--- src/rtl/fetch_stage_if.sv ---
// rtl/fetch_stage_if.sv - fetch stage redirect, instruction-memory and IF/ID bundle
interface fetch_stage_if #(
    parameter int ADDRESS_WIDTH = 32,
    parameter int DATA_WIDTH    = 32
);
    logic                     redirect_valid;
    logic [ADDRESS_WIDTH-1:0] redirect_target;
    logic [ADDRESS_WIDTH-1:0] imem_addr;
    logic [DATA_WIDTH-1:0]    imem_rdata;
    logic                     id_valid;
    logic                     id_ready;
    logic [DATA_WIDTH-1:0]    id_instr;
    logic [ADDRESS_WIDTH-1:0] id_pc;
    logic [ADDRESS_WIDTH-1:0] id_pc_plus4;
    logic                     halted;
    logic [ADDRESS_WIDTH-1:0] fault_addr;

    // Fetch-stage side: owns the PC, the IF/ID register and the halt status.
    modport master (
        input  redirect_valid, redirect_target, imem_rdata, id_ready,
        output imem_addr, id_valid, id_instr, id_pc, id_pc_plus4, halted, fault_addr
    );

    // Surrounding side: execute, instruction memory and decode.
    modport slave (
        output redirect_valid, redirect_target, imem_rdata, id_ready,
        input  imem_addr, id_valid, id_instr, id_pc, id_pc_plus4, halted, fault_addr
    );
endinterface

--- src/rtl/fetch_stage.sv ---
// rtl/fetch_stage.sv - RISC-V instruction fetch stage with IF/ID register and halt on misaligned redirect
module fetch_stage #(
    parameter int                       ADDRESS_WIDTH = 32,
    parameter int                       DATA_WIDTH    = 32,
    parameter logic [ADDRESS_WIDTH-1:0] RESET_PC      = '0
) (
    input  logic          clk,
    input  logic          rst_n,
    fetch_stage_if.master bus
);
    localparam logic [0:0] ST_RUN  = 1'b0;
    localparam logic [0:0] ST_HALT = 1'b1;

    logic [0:0]               state_q, state_d;
    logic [ADDRESS_WIDTH-1:0] pc_q, pc_d;
    logic                     id_valid_q, id_valid_d;
    logic [DATA_WIDTH-1:0]    id_instr_q, id_instr_d;
    logic [ADDRESS_WIDTH-1:0] id_pc_q, id_pc_d;
    logic [ADDRESS_WIDTH-1:0] id_pc_plus4_q, id_pc_plus4_d;
    logic [ADDRESS_WIDTH-1:0] fault_q, fault_d;

    logic [ADDRESS_WIDTH-1:0] pc_plus4;
    logic                     target_misaligned;
    logic                     load;

    // pc+4 wraps naturally at the top of the address space.
    assign pc_plus4          = pc_q + ADDRESS_WIDTH'(4);
    assign target_misaligned = bus.redirect_target[1:0] != 2'b00;
    assign load              = !id_valid_q || bus.id_ready;

    assign bus.imem_addr   = pc_q;
    assign bus.id_valid    = id_valid_q;
    assign bus.id_instr    = id_instr_q;
    assign bus.id_pc       = id_pc_q;
    assign bus.id_pc_plus4 = id_pc_plus4_q;
    assign bus.halted      = (state_q == ST_HALT);
    assign bus.fault_addr  = fault_q;

    // Next-state: redirect beats fetch; a flush drops the held slot even if decode is ready.
    always_comb begin
        state_d       = state_q;
        pc_d          = pc_q;
        id_valid_d    = id_valid_q;
        id_instr_d    = id_instr_q;
        id_pc_d       = id_pc_q;
        id_pc_plus4_d = id_pc_plus4_q;
        fault_d       = fault_q;
        if (state_q == ST_RUN) begin
            if (bus.redirect_valid && target_misaligned) begin
                state_d    = ST_HALT;
                fault_d    = bus.redirect_target;
                id_valid_d = 1'b0;
            end else if (bus.redirect_valid) begin
                pc_d       = bus.redirect_target;
                id_valid_d = 1'b0;
            end else if (load) begin
                id_instr_d    = bus.imem_rdata;
                id_pc_d       = pc_q;
                id_pc_plus4_d = pc_plus4;
                id_valid_d    = 1'b1;
                pc_d          = pc_plus4;
            end
        end else begin
            id_valid_d = 1'b0;
        end
    end

    // State registers with synchronous active-low reset.
    always_ff @(posedge clk) begin
        if (!rst_n) begin
            state_q       <= ST_RUN;
            pc_q          <= RESET_PC;
            id_valid_q    <= 1'b0;
            id_instr_q    <= '0;
            id_pc_q       <= '0;
            id_pc_plus4_q <= '0;
            fault_q       <= '0;
        end else begin
            state_q       <= state_d;
            pc_q          <= pc_d;
            id_valid_q    <= id_valid_d;
            id_instr_q    <= id_instr_d;
            id_pc_q       <= id_pc_d;
            id_pc_plus4_q <= id_pc_plus4_d;
            fault_q       <= fault_d;
        end
    end
endmodule

--- src/flat_wrapper.sv ---
// flat-port wrapper written by rule: the top's interface ports become plain ports
module fetch_stage_flat 
#(
    parameter int                       ADDRESS_WIDTH = 32,
    parameter int                       DATA_WIDTH    = 32,
    parameter logic [ADDRESS_WIDTH-1:0] RESET_PC      = '0
)
  (clk, rst_n, bus_redirect_valid, bus_redirect_target, bus_imem_rdata, bus_id_ready, bus_imem_addr, bus_id_valid, bus_id_instr, bus_id_pc, bus_id_pc_plus4, bus_halted, bus_fault_addr);
  fetch_stage_if #(.ADDRESS_WIDTH(ADDRESS_WIDTH), .DATA_WIDTH(DATA_WIDTH)) bus_i ();
  input  logic clk;
  input  logic rst_n;
  input wire logic [$bits(bus_i.redirect_valid)-1:0] bus_redirect_valid;
  input wire logic [$bits(bus_i.redirect_target)-1:0] bus_redirect_target;
  input wire logic [$bits(bus_i.imem_rdata)-1:0] bus_imem_rdata;
  input wire logic [$bits(bus_i.id_ready)-1:0] bus_id_ready;
  output wire logic [$bits(bus_i.imem_addr)-1:0] bus_imem_addr;
  output wire logic [$bits(bus_i.id_valid)-1:0] bus_id_valid;
  output wire logic [$bits(bus_i.id_instr)-1:0] bus_id_instr;
  output wire logic [$bits(bus_i.id_pc)-1:0] bus_id_pc;
  output wire logic [$bits(bus_i.id_pc_plus4)-1:0] bus_id_pc_plus4;
  output wire logic [$bits(bus_i.halted)-1:0] bus_halted;
  output wire logic [$bits(bus_i.fault_addr)-1:0] bus_fault_addr;
  assign bus_i.redirect_valid = bus_redirect_valid;
  assign bus_i.redirect_target = bus_redirect_target;
  assign bus_i.imem_rdata = bus_imem_rdata;
  assign bus_i.id_ready = bus_id_ready;
  assign bus_imem_addr = bus_i.imem_addr;
  assign bus_id_valid = bus_i.id_valid;
  assign bus_id_instr = bus_i.id_instr;
  assign bus_id_pc = bus_i.id_pc;
  assign bus_id_pc_plus4 = bus_i.id_pc_plus4;
  assign bus_halted = bus_i.halted;
  assign bus_fault_addr = bus_i.fault_addr;
  fetch_stage #(.ADDRESS_WIDTH(ADDRESS_WIDTH), .DATA_WIDTH(DATA_WIDTH), .RESET_PC(RESET_PC)) u_core (.clk(clk), .rst_n(rst_n), .bus(bus_i));
endmodule
--- config.mk ---
export PLATFORM = sky130hd
export DESIGN_NAME = fetch_stage_flat
export DESIGN_NICKNAME = d
export VERILOG_FILES = /design/src/rtl/fetch_stage_if.sv /design/src/rtl/fetch_stage.sv /design/src/flat_wrapper.sv
export SDC_FILE = /design/constraint.sdc
export NUM_CORES = 1
export LEC_CHECK = 0
export BUFFER_PORTS_ARGS = -buffer_cell sky130_fd_sc_hd__buf_4
export CORE_AREA = 4 4 118 143
export CTS_BUF_LIST = sky130_fd_sc_hd__clkbuf_2 sky130_fd_sc_hd__clkbuf_4 sky130_fd_sc_hd__clkbuf_8
export DETAILED_ROUTE_END_ITERATION = 6
export DIE_AREA = 0 0 122 147
export GPL_ROUTABILITY_DRIVEN = 0
export PLACE_DENSITY = 0.71
export SLEW_MARGIN = 0
export SYNTH_ARGS = -nofsm -noshare
export SYNTH_HDL_FRONTEND = slang
export SYNTH_SLANG_ARGS = --single-unit
--- constraint.sdc ---
create_clock -name clk -period 5.2 [get_ports clk]
set_input_delay 0.78 -clock clk [delete_from_list [all_inputs] [get_ports clk]]
set_output_delay 0.78 -clock clk [all_outputs]
set_load 0.01 [all_outputs]
# Word-level counts from Yosys, hierarchy flattened
# Index checks and enable logic that the tools add are counted.
# classes
reduce_logical,9
bitwise,4
n_addsub,1
muxes,4
# ops
op,n
2-to-1 mux 32 bit,2
adder 32 x 3 -> 32 bit (second input constant),1
inverter 1 bit,4
AND reduction 4 bit,1
nonzero test 2 bit,2
OR reduction 4 bit,1
AND reduction 3 bit,1
2-to-1 mux 1 bit,2
AND reduction 2 bit,1
logical AND 1 bit,1
zero test 1 bit,1
logical OR 1 bit,1
# totals
wordCells,25
out_inout_bits,162
input_bits,68
ff_bits,162

# Longest topological paths before layout
# Gate-level depths: netlist (run 1).
# depth
word_depth,4
depth_mapped,8

# Worst setup path before layout (run 1)
# OpenSTA, ideal clock, no wires.
# synth_path
path_kind,in2reg
start,input bus_redirect_valid
end,register u_core.pc_q[18] (netlist: u_core.bus.imem_addr[18])
setup_slack_ns,2.875
setup_time_ns,0.062
n_path_buf,3
t_arrival_ns,2.263
cell_stages,8
required_ns,5.138
path_cell_list,clkbuf_1 -> or2_2 -> or2_2 -> clkbuf_1 -> clkbuf_1 -> nor4_1 -> mux2i_1 -> nand3_1
# synth_via
elab_chain_cells,3
word_cells_on_any_way,5
# synth_rtl
element,line_no,rtl
start: declaration,flat_wrapper.sv:12,input wire logic [$bits(bus_i.redirect_valid)-1:0] bus_redirect_valid;
logical AND 1 bit,fetch_stage.sv:49,if (bus.redirect_valid && target_misaligned) begin
inverter 1 bit (no line),-,
AND reduction 3 bit (no line),-,
end signal: assignment,fetch_stage.sv:80,pc_q <= pc_d;
end: declaration,fetch_stage.sv:15,"logic [ADDRESS_WIDTH-1:0] pc_q, pc_d;"
# Parallel ways exist; a longest one is shown, timed or not.
# A chain may end at the register's enable or synchronous reset.

# Worst setup path after layout (run 1)
# layout_path
start,input bus_redirect_valid
end,register u_core.pc_q[2] (netlist: u_core.bus.imem_addr[2])
# The elaborated chain is that of the path after synthesis.

==> metrics.csv, run 1 <==
stage;metric;value;unit
run_status;status;finished clean;
drt;Vias/cell;5.35;
drt;# DRC;0;
clock_network;Clk pin slew, worst setup/hold paths;0.08;ns
finish;Synth-to-Final Area Change;31.5;%
finish;commonest cells after routing, fill and taps aside;buf_4 (233), nand2_1 (224), dfxtp_1 (160);
clock_network;setup bufs post-CTS;0;
timing;max_slew headroom;0.204;
worst_setup_path;family with the most delay on the worst path;simple AND/OR/NAND/NOR gates;
finish;nets;1098;
grt;largest net degree at the start of global routing;93;
synth;Seq cells post-synth;160;
clock_network;clk_lat worst skew;0.46;ns
timing;Final setup viols;0;
placement;pre-CTS setup slack;1.88;ns
worst_setup_path;reg2reg end;u_core.bus.imem_addr[24];
timing;min setup slack post-route;2.37;ns
run;Max-Cap Viols;0;
worst_setup_path;r2r worst-path depth;6;
worst_setup_path;CP Cell Sequence;buf_4, or2_2, or2_2, buf_4, nor2_1, a221oi_1, nor2_1;
timing;Least-Margin Pin Slew;1.19;ns
finish;FILL cells;1440;
finish;post-layout util;0.572;
clock_network;clock sinks;160;
finish;layout cells sized above 1;0.270;
worst_setup_path;Worst setup EP type;flop;
timing;Fmax;353;MHz
drt;Vias;6687;
synth;synth unique cells;59;
drt;DR pass1 iterations;5;
floorplan;I/O Pins;230;
synth;Syn Inst Count;855;
synth;FFs w/ async S/R, synth;0;
worst_setup_path;Buf/Inv on CP;2;
synth;number of synthesized flops with an enable pin;0;
worst_setup_path;CP max FO;65;
finish;commonest non-fill, non-tap cell in the layout;buf_4;
drt;antenna-violating nets left;0;
finish;n_diodes;0;
worst_setup_path;slowest stage delay, CP;0.74;ns
drt;total wire length;21000;um
worst_setup_path;Critical Path RT;5.52;ns
min_path;hold_sp;u_core.bus.fault_addr[7];
synth;Syn Nets;924;
timing;RSZ-0062 raised after global routing;false;
clock_network;CTS tree;done;
clock_network;H-tree Lvls;4;
drt;met3 WL;2070;um
worst_setup_path;reg-to-reg startpoint;u_core.bus.imem_addr[3];
clock_network;total CTS buffers;17;
timing;setup TNS;0;ns
placement;hpwl dp;14600;um
synth;Top FF cell, synth;dfxtp_1;
synth;synthesized area per cell;7.86;um^2
power_and_ir_drop;Worst VDD drop;186;uV
timing;min cycle time layout;2.83;ns
min_path;Hold WC Path Type;flop to flop;
drt;Top Metal Used;met4;
worst_setup_path;CP max-delay cell;or2_2;
min_path;hold path depth;2;
power_and_ir_drop;Leak;3.58;nW
grt;first-pass GRT wire length;32800;um
drt;WL met2;9760;um
synth;Mapped Area;6720;um^2
power_and_ir_drop;Pwr per Cell Area;306;nW/um^2
worst_setup_path;critical path class;input pin to flop;
clock_network;CTS Hold Bufs;0;
worst_setup_path;Arrival @ worst endpoint;3.15;ns
timing;Hold Fails Final Rpt;0;
clock_network;Root Driver;clkbuf_8;
timing;crit share post-route;0.545;
grt;initial antenna violation count;0;
floorplan;Die Footprint;17900;um^2
placement;port bufs;229;
floorplan;Die W;122;um
worst_setup_path;startpoint type of the worst setup path;input pin;
drt;met1 wire length;8580;um
drt;routed length per instance;16.8;um
grt;gr usage total;0.230;
grt;vias in the first global route;6087;
floorplan;core area;15500;um^2
floorplan;Initial Util;0.435;
worst_setup_path;reg-to-reg slack, setup;2.45;ns
clock_network;cts repair resizes;0;
synth;post-synthesis sequential area ratio;0.477;
drt;starting DRC count in detailed routing;489;
grt;global route overflow;0;
min_path;hold path endpoint;u_core.bus.fault_addr[7];
floorplan;row cnt;50;
synth;Ys Warns;0;
floorplan;Die Span Y;147;um
clock_network;clock buffer depth;2;
timing;clk_skew;0.0110;ns
timing;final slew viol count;0;
worst min-delay path: cells and delay by family (launching register included):
kind	cells	cell delay, ns
simple gates	1	0.05
compound gates	1	0.05
flops	1	0.32
layer usage:
layer  global-route usage  vias to the layer above
li1                     -                     3275
met1                0.295                     3103
met2                0.355                      274
met3               0.0836                       35
met4               0.0874                        0
met5                    0                        -
kinds of logic (layout without fill, tap and decap cells):
logic type,Yosys count,count (layout),share of synthesized area
AOI/OAI and AO/OA,220,220,0.186
xor gates and xnor gates,24,24,0.0313
adders and majority gates,1,1,0.00186
buffers and inverters,87,273,0.0549
DFF,160,160,0.477
muxes,4,4,0.00614
and+or+nand+nor,359,359,0.244
registers in the layout, indices dropped and copies added, names as in the netlist:
signal	cells
u_core.bus.id_pc_plus4	32
u_core.bus.id_valid	1
u_core.bus.id_pc	30
u_core.bus.id_instr	32
u_core.bus.imem_addr	32
u_core.bus.fault_addr	32
u_core.bus.halted	1
where the power goes:
part           total (mW)  switching (mW)  internal, mW
Combinational       0.401           0.224         0.177
Sequential           1.35          0.0605          1.29
Clock               0.956           0.457         0.498
cells in the mapped netlist (all sizes together) (2+ instances only):
| cell type | number | area share |
|---|---|---|
| a22o | 5 | 0.0065 |
| a211oi | 10 | 0.012 |
| or2 | 2 | 0.0019 |
| nor4b | 3 | 0.0048 |
| o31ai | 3 | 0.0034 |
| a22oi | 5 | 0.0056 |
| a31oi | 2 | 0.0019 |
| mux2i | 3 | 0.0045 |
| nor2 | 39 | 0.022 |
| nand2 | 224 | 0.13 |
| o21ai | 42 | 0.031 |
| nand3 | 23 | 0.019 |
| nand4 | 12 | 0.011 |
| o31a | 2 | 0.0026 |
| xnor2 | 16 | 0.021 |
| o311ai | 3 | 0.0039 |
| and3 | 11 | 0.010 |
| and3b | 2 | 0.0026 |
| dfxtp | 160 | 0.48 |
| clkbuf | 61 | 0.034 |
| buf | 18 | 0.016 |
| a32o | 2 | 0.0030 |
| nor4 | 14 | 0.017 |
| o211ai | 2 | 0.0030 |
| inv | 8 | 0.0045 |
| a21oi | 131 | 0.098 |
| o22ai | 4 | 0.0037 |
| o21a | 2 | 0.0022 |
| or3 | 8 | 0.0082 |
| or4 | 3 | 0.0039 |
| xor2 | 8 | 0.010 |
| and4 | 5 | 0.0065 |
| nor3 | 9 | 0.0067 |
worst max path at each step:
stage | from | endpoint | slack [ns] | depth (start not counted)
floorplan | bus_redirect_valid | u_core.bus.imem_addr[18] | 2.87 | 8
global placement | bus_redirect_valid | u_core.bus.imem_addr[2] | 1.94 | 7
detailed placement | bus_redirect_valid | u_core.bus.imem_addr[2] | 1.88 | 7
CTS | bus_redirect_valid | u_core.bus.imem_addr[2] | 2.39 | 7
global route | bus_redirect_valid | u_core.bus.fault_addr[15] | 2.18 | 6
finish | bus_redirect_valid | u_core.bus.imem_addr[2] | 2.37 | 7
cell type report:
type                       instances  area [um^2]  share of cell area
timing repair buffer             234         1770               0.200
tap                              208          260              0.0294
clock buffer                      21          270              0.0306
clock inverter                    10          138              0.0156
sequential                       160         3200               0.362
multi-input combinational        608         3170               0.358
inverter                           8         32.5             0.00368
through the flow:
stage | cells | power (mW) | hold WS, ns | instance area (um^2)
finish | 1249 | 2.71 | 0.458 | 8840
CTS | 1249 | 2.73 | 0.458 | 8840
global placement | 1218 | 1.78 | 0.442 | 8430
floorplan | 855 | 1.58 | 0.441 | 6720
global route | 1249 | 2.84 | 0.477 | 8840
detailed placement | 1218 | 1.78 | 0.447 | 8430
No activity file was read; power rests on OpenSTA's default activity.
==> run 2, diff against run 1 <==
--- a/config.mk
+++ b/config.mk
@@ -11,7 +11,7 @@
 export DETAILED_ROUTE_END_ITERATION = 6
 export DIE_AREA = 0 0 122 147
 export GPL_ROUTABILITY_DRIVEN = 0
-export PLACE_DENSITY = 0.71
+export PLACE_DENSITY = 0.73
 export SLEW_MARGIN = 0
 export SYNTH_ARGS = -nofsm -noshare
 export SYNTH_HDL_FRONTEND = slang
==> constraint.sdc (replaced) <==
create_clock -name clk -period 2.5 [get_ports clk]
set_input_delay 0.375 -clock clk [delete_from_list [all_inputs] [get_ports clk]]
set_output_delay 0.375 -clock clk [all_outputs]
set_load 0.01 [all_outputs]
==> run 2 against run 1 <==
Design area increased by 3.3%. First-iteration DRC count shrank 3.7%. Die area is the same. Non-clock buffer count increased by 34. Clock-buffer cell count is the same. Highest routed layer unchanged.
==> metrics.csv, run 2 (synthesized netlist as in run 1, its figures left out) <==
stage;metric;value;unit;change
run_status;status;finished clean;;
power_and_ir_drop;Worst VDD drop;357;uV;+92%
run;Max-Cap Viols;0;;unchanged
clock_network;CTS tree;done;;
drt;# DRC;0;;unchanged
timing;setup TNS;0;ns;unchanged
power_and_ir_drop;Pwr per Cell Area;623;nW/um^2;+100%
power_and_ir_drop;Leak;3.78;nW;+5.5%
clock_network;CTS Hold Bufs;0;;unchanged
timing;min setup slack post-route;0.232;ns;-2.14 ns
drt;starting DRC count in detailed routing;471;;-3.7%
worst_setup_path;Critical Path Start;u_core.bus.imem_addr[5];;
timing;Final setup viols;0;;unchanged
worst_setup_path;critical path class;flop to flop;;
finish;commonest cells after routing, fill and taps aside;buf_4 (265), nand2_1 (224), dfxtp_1 (160);;
floorplan;Initial Util;0.435;;unchanged
worst_setup_path;Worst setup EP type;flop;;
grt;routing usage on met3;0.0712;;-0.0123
timing;Least-Margin Pin Slew;0.946;ns;-0.246 ns
drt;Vias;6861;;+2.6%
placement;hpwl dp;15600;um;+6.4%
worst_setup_path;reg2reg end;u_core.bus.imem_addr[24];;
power_and_ir_drop;switching fraction of total power;0.283;;+0.00860
grt;gr usage total;0.239;;+0.00850
finish;layout cells sized above 1;0.295;;+0.0247
timing;RSZ-0062 raised after global routing;false;;
power_and_ir_drop;part of the power in registers;0.488;;-0.011
finish;nets;1132;;+3.1%
power_and_ir_drop;Int Pwr;4.08;mW;+110%
finish;n_diodes;0;;unchanged
timing;Fmax;441;MHz;
clock_network;Root Driver;clkbuf_8;;
placement;pre-CTS setup slack;0.141;ns;-1.74 ns
power_and_ir_drop;Pwr Total;5.69;mW;+110%
drt;DR pass1 iterations;5;;unchanged
grt;vias in the first global route;6420;;+5.5%
placement;port bufs;229;;unchanged
grt;first-pass GRT wire length;33900;um;+3.3%
clock_network;cts repair resizes;0;;unchanged
grt;largest net degree at the start of global routing;75;;-19%
worst_setup_path;startpoint type of the worst setup path;flop;;
power_and_ir_drop;Logic pwr share;0.163;;+0.015
floorplan;Die W;122;um;unchanged
drt;routed length per instance;16.9;um;+0.22%
power_and_ir_drop;P_sw;1.61;mW;+120%
clock_network;clk_lat worst skew;0.48;ns;+0.02 ns
floorplan;Die Footprint;17900;um^2;unchanged
drt;antenna-violating nets left;0;;unchanged
finish;Synth-to-Final Area Change;35.9;%;
clock_network;total CTS buffers;17;;unchanged
timing;final slew viol count;0;;unchanged
clock_network;clock buffer depth;2;;unchanged
timing;clk_skew;0.00967;ns;-0.00132 ns
clock_network;setup bufs post-CTS;0;;unchanged
grt;global route overflow;0;;unchanged
worst_setup_path;CP max FO;12;;-82%
drt;Vias/cell;5.34;;-0.19%
timing;min cycle time layout;2.27;ns;
grt;GRT busiest layer;met2;;
finish;commonest non-fill, non-tap cell in the layout;buf_4;;
timing;Hold Fails Final Rpt;0;;unchanged
min_path;Hold WC Path Type;input pin to flop;;
worst_setup_path;reg-to-reg startpoint;u_core.bus.imem_addr[5];;
worst_setup_path;reg-to-reg slack, setup;0.23;ns;-2.22 ns
floorplan;Die Span Y;147;um;unchanged
worst_setup_path;Arrival @ worst endpoint;2.64;ns;-0.51 ns
grt;initial antenna violation count;0;;unchanged
power_and_ir_drop;Clk pwr share;0.349;;-0.004
worst_setup_path;r2r worst-path depth;5;;-1
floorplan;core area;15500;um^2;unchanged
timing;crit share post-route;0.907;;
clock_network;clock sinks;160;;unchanged
worst_setup_path;Critical Path RT;2.87;ns;-2.65 ns
timing;max_slew headroom;0.369;;+0.166
clock_network;Clk pin slew, worst setup/hold paths;0.09;ns;about the same
grt;GRT met1 Usage;0.294;;-0.00125
clock_network;H-tree Lvls;4;;unchanged
floorplan;I/O Pins;230;;unchanged
drt;total wire length;21600;um;+3.0%
grt;met2 global-route usage;0.390;;+0.0348
floorplan;row cnt;50;;unchanged
worst_setup_path;capture point of the critical path;u_core.bus.imem_addr[24];;
-- run 2: worst max-delay path, cell delays in order (launching register included) --
cell,delay (ns)
dfxtp_1,0.52
nand3_1,0.20
or4_4,0.58
nor4_1,0.32
and3b_1,0.21
or3_1,0.33
-- run 2: per-layer routing --
metal	wire, um	share of wire
met1	8670	0.40
met2	10500	0.48
met3	1930	0.089
met4	559	0.026
met5	0	0
-- run 2: how the worst min path moves through the flow --
stage | startpoint | end | slack (ns) | cells past startpoint
2_1_floorplan | u_core.bus.imem_addr[0] | u_core.bus.id_pc_plus4[0] | 0.44 | 2
3_3_place_gp | u_core.bus.id_instr[11] | u_core.bus.id_instr[11] | 0.44 | 2
3_5_place_dp | u_core.bus.id_instr[26] | u_core.bus.id_instr[26] | 0.45 | 2
4_1_cts | bus_imem_rdata[26] | u_core.bus.id_instr[26] | 0.11 | 3
5_1_grt | bus_imem_rdata[0] | u_core.bus.id_instr[0] | 0.10 | 3
6_report | bus_imem_rdata[29] | u_core.bus.id_instr[29] | 0.13 | 3
-- run 2: area by class of cell --
cell class                 count  area (um^2)
timing repair buffer         268         2050
sequential                   160         3200
multi-input combinational    608         3170
clock buffer                  21          283
clock inverter                11          133
fill                        1450         6320
tap                          208          260
inverter                       8         32.5
-- run 2: stage by stage --
step	utilization	instances	hold WS [ns]	area, um^2
CTS	0.591	1284	0.114	9130
finish	0.591	1284	0.133	9130
global placement	0.564	1252	0.442	8710
detailed placement	0.564	1252	0.447	8710
global route	0.591	1284	0.103	9130
floorplan	-	855	0.441	6720
-- run 2: power by group through the flow --
stage,registers (mW),logic [mW],clock network (mW)
after global routing,2.79,1.01,2.13
after detailed placement,2.83,0.932,0
after CTS,2.77,0.934,2.02
final,2.77,0.927,1.98
after global placement,2.83,0.924,0
after floorplan,2.89,0.393,0
